`src/rtl/regfile_pkg.sv`:
```
// Shared types and helpers for the parametrised register file.
// Holds the clear/run state encoding and the depth calculation.
package regfile_pkg;

    typedef enum logic {
        CLEAR = 1'b0,
        RUN   = 1'b1
    } rf_state_e;

    function automatic int rf_depth(input int addr_w);
        return 1 << addr_w;
    endfunction

endpackage

```
`src/rtl/regfile_clear_seq.sv`:
```
// Post-reset clear sequencer: walks every array index once, then raises Ready.
// Reset at any time restarts the walk from index 0.
module regfile_clear_seq
    import regfile_pkg::*;
#(
    parameter int ADDR_W = 6
) (
    input  logic              i_clock,
    input  logic              i_reset,
    output logic              o_clr_active,
    output logic [ADDR_W-1:0] o_clr_addr,
    output logic              o_ready
);

    localparam int                DEPTH    = rf_depth(ADDR_W);
    localparam logic [ADDR_W-1:0] LAST_IDX = ADDR_W'(DEPTH - 1);

    rf_state_e         r_state;
    logic [ADDR_W-1:0] r_clr_cnt;
    logic              r_ready;

    always_ff @(posedge i_clock) begin
        if (i_reset) begin
            r_state   <= CLEAR;
            r_clr_cnt <= '0;
            r_ready   <= 1'b0;
        end else begin
            case (r_state)
                CLEAR: begin
                    // Last entry is zeroed on this same edge, so RUN starts next cycle.
                    if (r_clr_cnt == LAST_IDX) begin
                        r_state <= RUN;
                        r_ready <= 1'b1;
                    end else begin
                        r_clr_cnt <= r_clr_cnt + 1'b1;
                    end
                end
                default: ;
            endcase
        end
    end

    assign o_clr_active = (r_state == CLEAR);
    assign o_clr_addr   = r_clr_cnt;
    assign o_ready      = r_ready;

endmodule

```
`src/rtl/regfile_param.sv`:
```
// General-purpose register bank: one-entry commit stage, optional read bypass,
// register 0 hardwired to zero, hardware clear after reset.
module regfile_param
    import regfile_pkg::*;
#(
    parameter int DATA_W    = 32,
    parameter int ADDR_W    = 6,
    parameter int NUM_RD    = 3,
    parameter int BYPASS    = 1,
    parameter int DEBUG_REG = 3
) (
    input  logic                       Clock,
    input  logic                       Reset,
    input  logic                       Wr_En,
    input  logic [ADDR_W-1:0]          Wr_Addr,
    input  logic [DATA_W-1:0]          Wr_Data,
    input  logic [NUM_RD*ADDR_W-1:0]   Rd_Addr,
    output logic [NUM_RD*DATA_W-1:0]   Rd_Data,
    output logic                       Ready,
    output logic [DATA_W-1:0]          Debug_Data
);

    localparam int                DEPTH   = rf_depth(ADDR_W);
    localparam logic [ADDR_W-1:0] DBG_IDX = ADDR_W'(DEBUG_REG);

    typedef struct packed {
        logic              valid;
        logic [ADDR_W-1:0] addr;
        logic [DATA_W-1:0] data;
    } stage_t;

    logic [DATA_W-1:0] r_mem [DEPTH];
    stage_t            r_stage;

    logic              w_clr_active;
    logic [ADDR_W-1:0] w_clr_addr;
    logic              w_ready;

    regfile_clear_seq #(
        .ADDR_W(ADDR_W)
    ) u_clear_seq (
        .i_clock     (Clock),
        .i_reset     (Reset),
        .o_clr_active(w_clr_active),
        .o_clr_addr  (w_clr_addr),
        .o_ready     (w_ready)
    );

    // Writes to register 0 are dropped here, so the array entry never changes.
    always_ff @(posedge Clock) begin
        if (Reset || !w_ready) begin
            r_stage.valid <= 1'b0;
        end else begin
            r_stage.valid <= Wr_En && (Wr_Addr != '0);
        end
        r_stage.addr <= Wr_Addr;
        r_stage.data <= Wr_Data;
    end

    // A pending stage entry hit by Reset is discarded rather than committed.
    always_ff @(posedge Clock) begin
        if (w_clr_active) begin
            r_mem[w_clr_addr] <= '0;
        end else if (r_stage.valid && !Reset) begin
            r_mem[r_stage.addr] <= r_stage.data;
        end
    end

    generate
        for (genvar gi = 0; gi < NUM_RD; gi++) begin : g_rd
            logic [ADDR_W-1:0] w_rd_addr;
            logic              w_hit;

            assign w_rd_addr = Rd_Addr[gi*ADDR_W +: ADDR_W];
            assign w_hit     = (BYPASS != 0) && r_stage.valid && (r_stage.addr == w_rd_addr);

            assign Rd_Data[gi*DATA_W +: DATA_W] =
                (!w_ready || (w_rd_addr == '0)) ? '0 :
                w_hit                           ? r_stage.data :
                                                  r_mem[w_rd_addr];
        end
    endgenerate

    assign Ready      = w_ready;
    assign Debug_Data = w_ready ? r_mem[DBG_IDX] : '0;

endmodule
```
`config.mk`:
```
export PLATFORM = sky130hd
export DESIGN_NAME = regfile_param
export DESIGN_NICKNAME = d
export VERILOG_FILES = /design/src/rtl/regfile_pkg.sv /design/src/rtl/regfile_clear_seq.sv /design/src/rtl/regfile_param.sv
export SDC_FILE = /design/constraint.sdc
export NUM_CORES = 2
export LEC_CHECK = 0
export CELL_PAD_IN_SITES_DETAIL_PLACEMENT = 1
export CELL_PAD_IN_SITES_GLOBAL_PLACEMENT = 2
export CORE_MARGIN = 2
export CORE_UTILIZATION = 47
export CTS_BUF_LIST = sky130_fd_sc_hd__clkbuf_8 sky130_fd_sc_hd__clkbuf_16
export CTS_CLUSTER_DIAMETER = 100
export DETAILED_ROUTE_END_ITERATION = 8
export PLACE_DENSITY_LB_ADDON = 0.2
export SLEW_MARGIN = 20
export SYNTH_ARGS = -nofsm -noshare
export SYNTH_HDL_FRONTEND = slang
export SYNTH_HIERARCHICAL = 1
export SYNTH_SLANG_ARGS = --single-unit
```
`constraint.sdc`:
```
create_clock -name Clock -period 5 [get_ports Clock]
set_clock_uncertainty 0.2 [all_clocks]
set_input_delay 1.5 -clock Clock [delete_from_list [all_inputs] [get_ports Clock]]
set_output_delay 1.5 -clock Clock [all_outputs]
set_load 0.03 [all_outputs]
```
==> summary.md <==
| Metric | Value |
|---|---|
| Die Span X | `498 µm` |
| Area Overhead vs Synth | `37.4%` |
| Post-synth ARST share | `0%` |
| EDFF count, synth | `a little over 2,000` |
| Pleak | `approximately 56 nW` |
| Clock-pin slew on the worst setup and hold paths | `about 0.06 ns` |
| ANT nets after route | `0` |
| Root Driver | `clkbuf_16` |
| CP max stage delay | `about 0.42 ns` |
| Critical Path Sink Type | `output pin` |
| Fin nets | `8,725` |
| Worst path bufs/invs | `6` |
| Delay-heaviest family, CP | `buffers and inverters` |
| Vias in the first global route | `89,600` |
| Crit start category | `input port` |
| Setup WS post-layout | `-0.779 ns` |
| Clock Latency Late Sink | `roughly 0.94 ns` |
| Worst VDD drop | `between 0.4 and 0.5 mV` |
| Initial antenna violation count | `25` |
| Max Cap Viol | `0` |
| CTS sink cnt | `approximately 2,100` |
| Outcome | `complete, but fails checks` |
| Max clock buf depth | `3` |
| Gr usage total | `~44%` |
| WHS | `0.358 ns` |
| Max-slew headroom | `~18%` |
| # IOs | `roughly 190` |
| Critical Setup Path Class | `in -> out` |
| Yosys warning total | `6` |
| Synth Flop Type | `edfxtp_1` |
| Critical Path RT | `~3.3 ns` |
| Worst Tran Pin Value | `about 1.2 ns` |
| Design Area, Final | `about 0.16 mm²` |
| H-tree lvl count | `4` |
| Drt via density | `around 7.6` |
| CTS tree | `done` |
| # hold bufs at CTS | `0` |
| Fmax | `~170 MHz` |
| Crit-path max FO | `11` |
| CTS buffer count | `approximately 230` |
| PwrDens | `around 280 mW/mm²` |
| Largest net degree at the start of global routing | `65` |
| Fin crit period | `5.78 ns` |
| Starting DRT DRC Count | `~16,000` |
| Placed Area | `0.135 mm²` |
| Critical Path Most Common Cell | `buf_4` |
| WL/cell | `47.8 µm` |
| Critical path's slowest cell | `a31oi_4` |
| Final hold violations | `0` |
| Max-slew violations | `0` |
| GRT Residual Overflow | `0` |
| GP Congestion | `between 1 and 1.5` |
| DRT Wirelength | `around 580 mm` |
| Via count | `slightly above 90,000` |
| RSZ-0062 raised after global routing | `yes` |
| Library cells used by synthesis | `75` |
| Port bufs | `between 150 and 200` |
| Die Ht | `between 400 and 500 µm` |
| Initial Utilization | `a little under half` |
| Mean Syn Cell Area | `16.7 µm²` |
| Commonest cells after routing, fill and taps aside | `2,048 x edfxtp_1, 1,256 x mux4_2, 1,135 x buf_4` |
| CP Cell Sequence | `buf_4 > buf_6 > buf_4 > or3_1 > buf_4 > o221ai_4 > a211o_4 > a31oi_4 > buf_12 > buf_12` |
| Residual DRC | `0` |
| Hold crit path type | `reg -> reg` |
| Layout cell share with drive strength beyond 1 | `~55%` |
| Rows | `~180` |
| Fin crit share | `116%` |
| Commonest non-fill, non-tap cell in the layout | `edfxtp_1` |
| Fin util | `roughly two thirds` |
| Synth Instances | `a little under 7,000` |
| Global-route wire length before repair | `around 760 mm` |
| Final setup fails | `96` |
| Die area | `between 0.2 and 0.25 mm²` |
| Detail Placement HPWL | `about 370 mm` |
| Post-synthesis sequential area ratio | `between 50% and 60%` |
| Post-Syn Nets | `around 6,900` |
| Initial DRT Pass Iterations | `7` |
| Netlist Area Pre-Place | `0.115 mm²` |
| Core ar. | `roughly 0.24 mm²` |
| Failing checks | `setup timing` |
| Worst path arrival time | `4.08 ns` |
| Yosys reg bits | `around 2,100` |
routing by layer:
layer / global-route usage [%] / share of wire, % / vias to the layer above
met5: 0 / 0.042 / -
met4: 30.7 / 9.1 / 26
met3: 13.9 / 14 / 2195
met2: 65.4 / 44 / 8743
met1: 56.1 / 33 / 48200
li1: - / - / 33200
final cells by class:
type | instances | area [µm²]
fillers | 20500 | 85200
flip-flops and latches | 2095 | 62400
multi-input cells | 4127 | 56200
repair buffers | 2197 | 27300
clock buffers | 239 | 5890
well taps | 3202 | 4010
clock inverters | 192 | 1740
diodes | 44 | 110
inverters | 15 | 81.3
worst paths after layout:
| check | startpoint | endpoint | slack, ns | cells past startpoint |
|---|---|---|---|---|
| max | Rd_Addr[16] | Rd_Data[80] | -0.78 | 10 |
| min | u_clear_seq/o_clr_addr[3]$_SDFFE_PP0P_ | u_clear_seq/o_clr_addr[3]$_SDFFE_PP0P_ | 0.36 | 2 |
| max reg2reg | r_stage[38]$_SDFF_PP0_ | r_mem[62][28]$_DFFE_PP_ | 0.93 | 8 |
| min reg2reg | u_clear_seq/o_clr_addr[3]$_SDFFE_PP0P_ | u_clear_seq/o_clr_addr[3]$_SDFFE_PP0P_ | 0.36 | 2 |
cell families (layout without fill, tap and decap cells):
logic type,Yosys count,in the layout,share of synthesized area (%)
flip-flops,2095,2095,54.4
multiplexers,2048,2048,31.8
XOR/XNOR,18,18,0.137
AND/OR/NAND/NOR,854,855,3.70
adder cells (fa/ha/maj),1,1,0.0109
AO/OA/AOI/OAI,1205,1205,6.96
buffers and inverters,657,2643,3.00
other,0,44,0
registers in the layout, summed over array words and instances (netlist names):
register / count
r_mem: 2048
u_clear_seq/o_clr_addr: 6
u_clear_seq/r_state: 1
u_clear_seq/o_ready: 1
r_stage: 39
repair_timing:
action	CTS	global route
gates cloned	50	21
gates resized for setup	1264	677
endpoints found under the setup margin	96	96
setup buffers	306	281
pin swaps	230	306
Yosys cell counts, types with 31 or more instances:
| library cell | number | area share [%] |
|---|---|---|
| o31ai_1 | 38 | 0.25 |
| mux2i_1 | 561 | 4.9 |
| dfxtp_1 | 47 | 0.82 |
| o21ai_0 | 220 | 0.96 |
| clkbuf_1 | 251 | 0.82 |
| a2111oi_0 | 57 | 0.43 |
| nor4_1 | 45 | 0.25 |
| nor2_1 | 139 | 0.45 |
| a211oi_1 | 108 | 0.71 |
| a21oi_1 | 224 | 0.98 |
| a31oi_1 | 62 | 0.34 |
| mux4_2 | 1256 | 25 |
| buf_6 | 41 | 0.40 |
| and2_1 | 71 | 0.39 |
| buf_4 | 76 | 0.50 |
| o221ai_1 | 39 | 0.30 |
| nor2b_1 | 124 | 0.68 |
| a22o_1 | 33 | 0.25 |
| edfxtp_1 | 2048 | 54 |
| nor3_1 | 58 | 0.25 |
| nand2_1 | 295 | 0.96 |
| a221oi_1 | 77 | 0.59 |
| buf_1 | 45 | 0.15 |
| and3_1 | 31 | 0.17 |
| buf_2 | 221 | 0.96 |
| mux2_2 | 231 | 2.3 |
| o22ai_1 | 183 | 1.0 |
| a22oi_1 | 67 | 0.44 |
report_power, final:
part           leakage (nW)  switching, mW  internal [mW]
sequential             22.0          0.422           19.4
combinational          30.3           4.04           3.24
clock                  3.85           7.80           9.90
total                  56.2           12.3           32.6
through the flow:
step	setup TNS [ns]	power (mW)	setup slack, ns	cells
6_report	-54.19	44.8	-0.779	12100
5_1_grt	-53.59	45.4	-0.756	12100
4_1_cts	-47.86	43.8	-0.709	11800
3_5_place_dp	-94.38	25.7	-1.50	11100
3_3_place_gp	-91.14	25.6	-1.50	11100
2_1_floorplan	-0.102	22.5	-0.0390	6878
worst reg2reg max path: cells and delay by family, from the launching register on:
family	cells	cell delay, ns
buffers and inverters	4	1.08
flip-flops	1	0.67
multiplexers	1	0.09
AND/OR/NAND/NOR	3	1.67
(Power assumes the default switching activity.)
